**config.mk**
```make
export PLATFORM = sky130hd
export DESIGN_NAME = floating_point_adder_normalizer
export DESIGN_NICKNAME = d
export VERILOG_FILES = /design/src/rtl/floating_point_adder_normalizer.sv
export SDC_FILE = /design/constraint.sdc
export NUM_CORES = 1
export LEC_CHECK = 0
export ABC_AREA = 1
export CAP_MARGIN = 0
export CORE_ASPECT_RATIO = 0.7
export CORE_MARGIN = 4
export CORE_UTILIZATION = 34
export CTS_BUF_LIST = sky130_fd_sc_hd__clkbuf_16
export DETAILED_ROUTE_END_ITERATION = 10
export MAX_ROUTING_LAYER = met4
export SLEW_MARGIN = 20
export SYNTH_ARGS = -nofsm -noshare
export SYNTH_HDL_FRONTEND = slang
export SYNTH_SLANG_ARGS = --single-unit
```
**constraint.sdc**
```tcl
create_clock -name clk -period 3.05 [get_ports clk]
set_input_delay 0.915 -clock clk [delete_from_list [all_inputs] [get_ports clk]]
set_output_delay 0.915 -clock clk [all_outputs]
set_load 0.02 [all_outputs]
```
**src/rtl/floating_point_adder_normalizer.sv**
```systemverilog
// floating_point_adder_normalizer: normalises the FP adder mantissa sum one shift per cycle and packs a binary32 result
//
// Ports:
//   clk, reset (async, active-high)
//   in_valid/in_ready     : operand handshake (carry_in, magnitude_in, sign_in, exponent_in)
//   out_valid/out_ready   : result handshake (result, overflow, underflow)
// Parameter MAX_SHIFT      : shift-cycle limit, >= 23
// Macro FP_NORM_ROUND_EN   : round-to-nearest-even on the carry path (default: truncate)
module floating_point_adder_normalizer #(
  parameter int MAX_SHIFT = 23
) (
  input  logic        clk,
  input  logic        reset,
  input  logic        in_valid,
  output logic        in_ready,
  input  logic        carry_in,
  input  logic [23:0] magnitude_in,
  input  logic        sign_in,
  input  logic [7:0]  exponent_in,
  output logic        out_valid,
  input  logic        out_ready,
  output logic [31:0] result,
  output logic        overflow,
  output logic        underflow
);
  typedef enum logic [1:0] {IDLE, NORM, DONE} state_t;
  state_t      state_q;
  logic        sign_q;
  logic [23:0] mant_q;
  logic [7:0]  exp_q;
  logic [4:0]  cnt_q;
  logic        out_valid_q;
  logic [31:0] result_q;
  logic        overflow_q;
  logic        underflow_q;
  logic [23:0] carry_mant_d;
  logic [8:0]  carry_exp_d;
  logic        carry_ovf_d;
`ifdef FP_NORM_ROUND_EN
  // magnitude_in[0] is the only dropped bit, so a set bit is an exact tie: bump only when the kept lsb is odd
  logic [24:0] rnd_d;
  assign rnd_d        = {2'b01, magnitude_in[23:1]} + 25'(magnitude_in[0] & magnitude_in[1]);
  assign carry_mant_d = rnd_d[24] ? 24'h800000 : rnd_d[23:0];
  assign carry_exp_d  = {1'b0, exponent_in} + (rnd_d[24] ? 9'd2 : 9'd1);
`else
  assign carry_mant_d = {1'b1, magnitude_in[23:1]};
  assign carry_exp_d  = {1'b0, exponent_in} + 9'd1;
`endif
  assign carry_ovf_d = carry_exp_d >= 9'd255;
  assign in_ready    = state_q == IDLE;
  assign out_valid   = out_valid_q;
  assign result      = result_q;
  assign overflow    = overflow_q;
  assign underflow   = underflow_q;
  always_ff @(posedge clk or posedge reset) begin
    if (reset) begin
      state_q     <= IDLE;
      sign_q      <= 1'b0;
      mant_q      <= '0;
      exp_q       <= '0;
      cnt_q       <= '0;
      out_valid_q <= 1'b0;
      result_q    <= '0;
      overflow_q  <= 1'b0;
      underflow_q <= 1'b0;
    end else begin
      case (state_q)
        IDLE: if (in_valid) begin
          sign_q      <= sign_in;
          cnt_q       <= '0;
          overflow_q  <= 1'b0;
          underflow_q <= 1'b0;
          if (carry_in) begin
            state_q    <= DONE;
            overflow_q <= carry_ovf_d;
            result_q   <= carry_ovf_d ? {sign_in, 8'hFF, 23'h0} : {sign_in, carry_exp_d[7:0], carry_mant_d[22:0]};
          end else if (magnitude_in == '0) begin
            state_q  <= DONE;
            result_q <= '0;
          end else begin
            state_q <= NORM;
            mant_q  <= magnitude_in;
            exp_q   <= exponent_in;
          end
        end
        NORM: if (mant_q[23]) begin
          state_q  <= DONE;
          result_q <= {sign_q, exp_q, mant_q[22:0]};
        end else if (exp_q == 8'd1 || cnt_q == 5'(MAX_SHIFT)) begin
          state_q     <= DONE;
          result_q    <= {sign_q, 31'h0};
          underflow_q <= 1'b1;
        end else begin
          mant_q <= mant_q << 1;
          exp_q  <= exp_q - 8'd1;
          cnt_q  <= cnt_q + 5'd1;
        end
        // first DONE cycle raises out_valid; the handshake edge returns to IDLE
        DONE: if (!out_valid_q) begin
          out_valid_q <= 1'b1;
        end else if (out_ready) begin
          out_valid_q <= 1'b0;
          state_q     <= IDLE;
        end
        default: state_q <= IDLE;
      endcase
    end
  end
endmodule

```
==> results_dict.tcl <==
set metrics [dict create \
    yosysTopAreaCell "sky130_fd_sc_hd__dfrtp_1" \
    layout.cells.most_common "sky130_fd_sc_hd__nand2_1" \
    route.detailed.wl_per_inst_um 13.14 \
    post_cts_hold_buffer_count 0 \
    clk_transition_reported_paths_ns 0.06 \
    largest_net_degree_at_the_start_of_global_routing 76 \
    syn_area_um2 4581 \
    ir_drop_mv 0.4473 \
    timing.critical_path.to_type "register" \
    final_nets 760 \
    i_o_pin_count 74 \
    cts_inserted_buffers 9 \
    n_antenna_cell 0 \
    timing.max_cap.violations 0 \
    final-max-slew-violation-count 0 \
    cp_common_cell "sky130_fd_sc_hd__nand2_1" \
    final-setup-viol-count 0 \
    first_iter_violations 266 \
    ys_top_cells_by_area "sky130_fd_sc_hd__dfrtp_1, sky130_fd_sc_hd__nand2_1, sky130_fd_sc_hd__inv_1, sky130_fd_sc_hd__nor2_1, sky130_fd_sc_hd__a21oi_1" \
    synthArstFlopShare_pct 100.0 \
    initial_util_pct 34.75 \
    avgViaCountPerCell 4.670 \
    setup_tns_ns 0 \
    clock_latency_ns 0.34 \
    antenna_found_initial 0 \
    placementRows 35 \
    clock_tree_from_tritoncts "done" \
    via_count 4236 \
    post_synth_inst_count 648 \
    i_o_buffers 73 \
    critical_path.startpoint_type "primary input" \
    number_of_enable_type_register_cells_in_the_synthesized_netlist 0 \
    post-cts-setup-buffer-count 0 \
    grt_first_pass_wirelength_mm 20.38 \
    timing.slew.headroom_pct 57.44 \
    cts_root_buffer "sky130_fd_sc_hd__clkbuf_16" \
    synth_area_per_cell_um2 7.069 \
    cp_cell_sequence "clkdlybuf4s50_1 > ha_1 > nand2_1 > nor2_1 > nand2_1 > nand2_1 > nand2_1 > nor2_1 > nand3_2 > nand2_1 > inv_2 > buf_12 > nand2_1 > a21oi_1" \
    layout_worst_path_cycle_share_pct 84.87 \
    path_buf_inv 3 \
    crit_fanout 23 \
    grt_setup_unrepaired "no" \
    post_cts.resized_instances 0 \
    synth_top_flop_cell "sky130_fd_sc_hd__dfrtp_1" \
    first_global_vias 3961 \
    totalWireLength_mm 11.92 \
    post-route-drc-count 0 \
    setup.worst_path.class "in -> reg" \
    drtAntennaViolNets 0 \
    cts_sinks 75 \
    h-tree-depth 3 \
    synth_top_area_share_pct 40.97 \
    cp_slowest_cell "sky130_fd_sc_hd__clkdlybuf4s50_1" \
    hold_slack_ns 0.4739 \
    holdCritPathClass "reg -> reg" \
    ys.warnings.count 0 \
    grt_util_all_layers_pct 16.49 \
    area_growth_pct 25.57 \
    drt_pre_antenna_iters 5 \
    pwr_density_cell_nw_per_um2 993.7 \
    finalWeightedCongestion 0.8556 \
    worst-endpoint-arrival_ns 2.81 \
    crit_family "simple AND/OR/NAND/NOR gates" \
    dp.final_hpwl_mm 8.236 \
    clock_path_buffers 2 \
    ys_ff_latch 75 \
    achievable-frequency_ghz 0.3863 \
    synth_cell_type_count 36 \
    final_period_minus_worst_setup_slack_ns 2.589 \
    leakage_power_of_the_design_nw 2.982 \
    layout_common_cells "sky130_fd_sc_hd__nand2_1, sky130_fd_sc_hd__inv_1, sky130_fd_sc_hd__nor2_1" \
    worst-endpoint-required_ns 3.27 \
    tightest_slew_ns 0.6335 \
    hold_viol_final 0 \
    clock_skew_after_layout_ns 0.005592 \
    design.core.area_um2 13180 \
    outcome "finished clean" \
    drive_gt1_share_pct 8.587 \
    die_outline_area_um2 15420 \
    die_height_um 105.1 \
    synth_sequential_area_ratio_pct 40.97 \
    critical-path-max-stage-delay_ns 0.57 \
    synth_fp_nets 691 \
    fillCellCount 1346 \
    grt.overflow.total 0 \
    chipWidth_um 146.7 \
]
registers in the layout (all words and copies together), names as in the netlist:
signal / cells
sign_q: 1
mant_q: 24
out_valid: 1
exp_q: 8
underflow: 1
result: 32
overflow: 1
state_q: 2
cnt_q: 5
routing by layer:
layer / GRT usage [%] / share of wire (%) / vias to the layer above
met5: - / 0 / -
met4: 3.960 / 0.92 / 0
met3: 3.511 / 5.2 / 12
met2: 22.84 / 42 / 112
met1: 24.45 / 52 / 1958
li1: - / - / 2154
cells in the mapped netlist, drive strengths merged (2+ instances only):
library cell and instances:
nand3 24, xor2 2, nand4 7, o31ai 3, clkbuf 7, nor3 18, ha 5, inv 125
a22oi 2, a31oi 2, o21ai 48, nor2 99, a21oi 34, o22ai 16, buf 21, nand2 155
dfrtp 75
final timing paths:
kind	start	endpoint	slack, ns	cells after the start
hold reg to reg	sign_q	sign_q	0.47	2
min in group asynchronous	reset	result[27]	0.98	3
hold / removal	sign_q	sign_q	0.47	2
setup reg to reg	state_q[1]	mant_q[0]	0.84	11
max in group asynchronous	reset	sign_q	1.72	3
setup / recovery	exponent_in[0]	result[1]	0.46	14
metrics by stage:
step                      instances  instance area [um^2]  worst slack (ns)  util [%]  total power [mW]
after floorplan                 648                  4581            0.2250         -             3.832
after global placement          891                  5490            0.1965     41.65             4.701
after detailed placement        891                  5490            0.1135     41.65             4.774
after CTS                       907                  5752            0.4784     43.64             5.781
after global routing            907                  5752            0.3115     43.64             6.202
final                           907                  5752            0.4614     43.64             5.715
tightest hold or removal path: stages, from the launching register on:
cell	delay, ns
sky130_fd_sc_hd__dfrtp_1	0.34
sky130_fd_sc_hd__nand2_1	0.06
sky130_fd_sc_hd__nand2_1	0.05
cells by family after synthesis:
kind of cell / share of synthesized area [%]
AOI/OAI and AO/OA: 14.09
xor gates and xnor gates: 0.3825
adders and majority gates: 1.366
buffers and inverters: 14.70
DFF: 40.97
and+or+nand+nor: 28.49
area by class of cell:
cell class / count / area [um^2] / area share, %
well taps: 185 / 231.5 / 4.024
inverters: 126 / 473.0 / 8.223
flip-flops and latches: 75 / 1877 / 32.63
repair buffers: 86 / 878.3 / 15.27
clock inverters: 7 / 36.28 / 0.6308
clock buffers: 9 / 225.2 / 3.916
multi-input cells: 419 / 2031 / 35.31
where the power goes:
group	internal, mW	switching (mW)	leakage (nW)
Clock	0.539	0.424	0.127
Combinational	1.18	1.84	1.94
Sequential	1.47	0.264	0.913
Power figures use the tool's default switching activity.
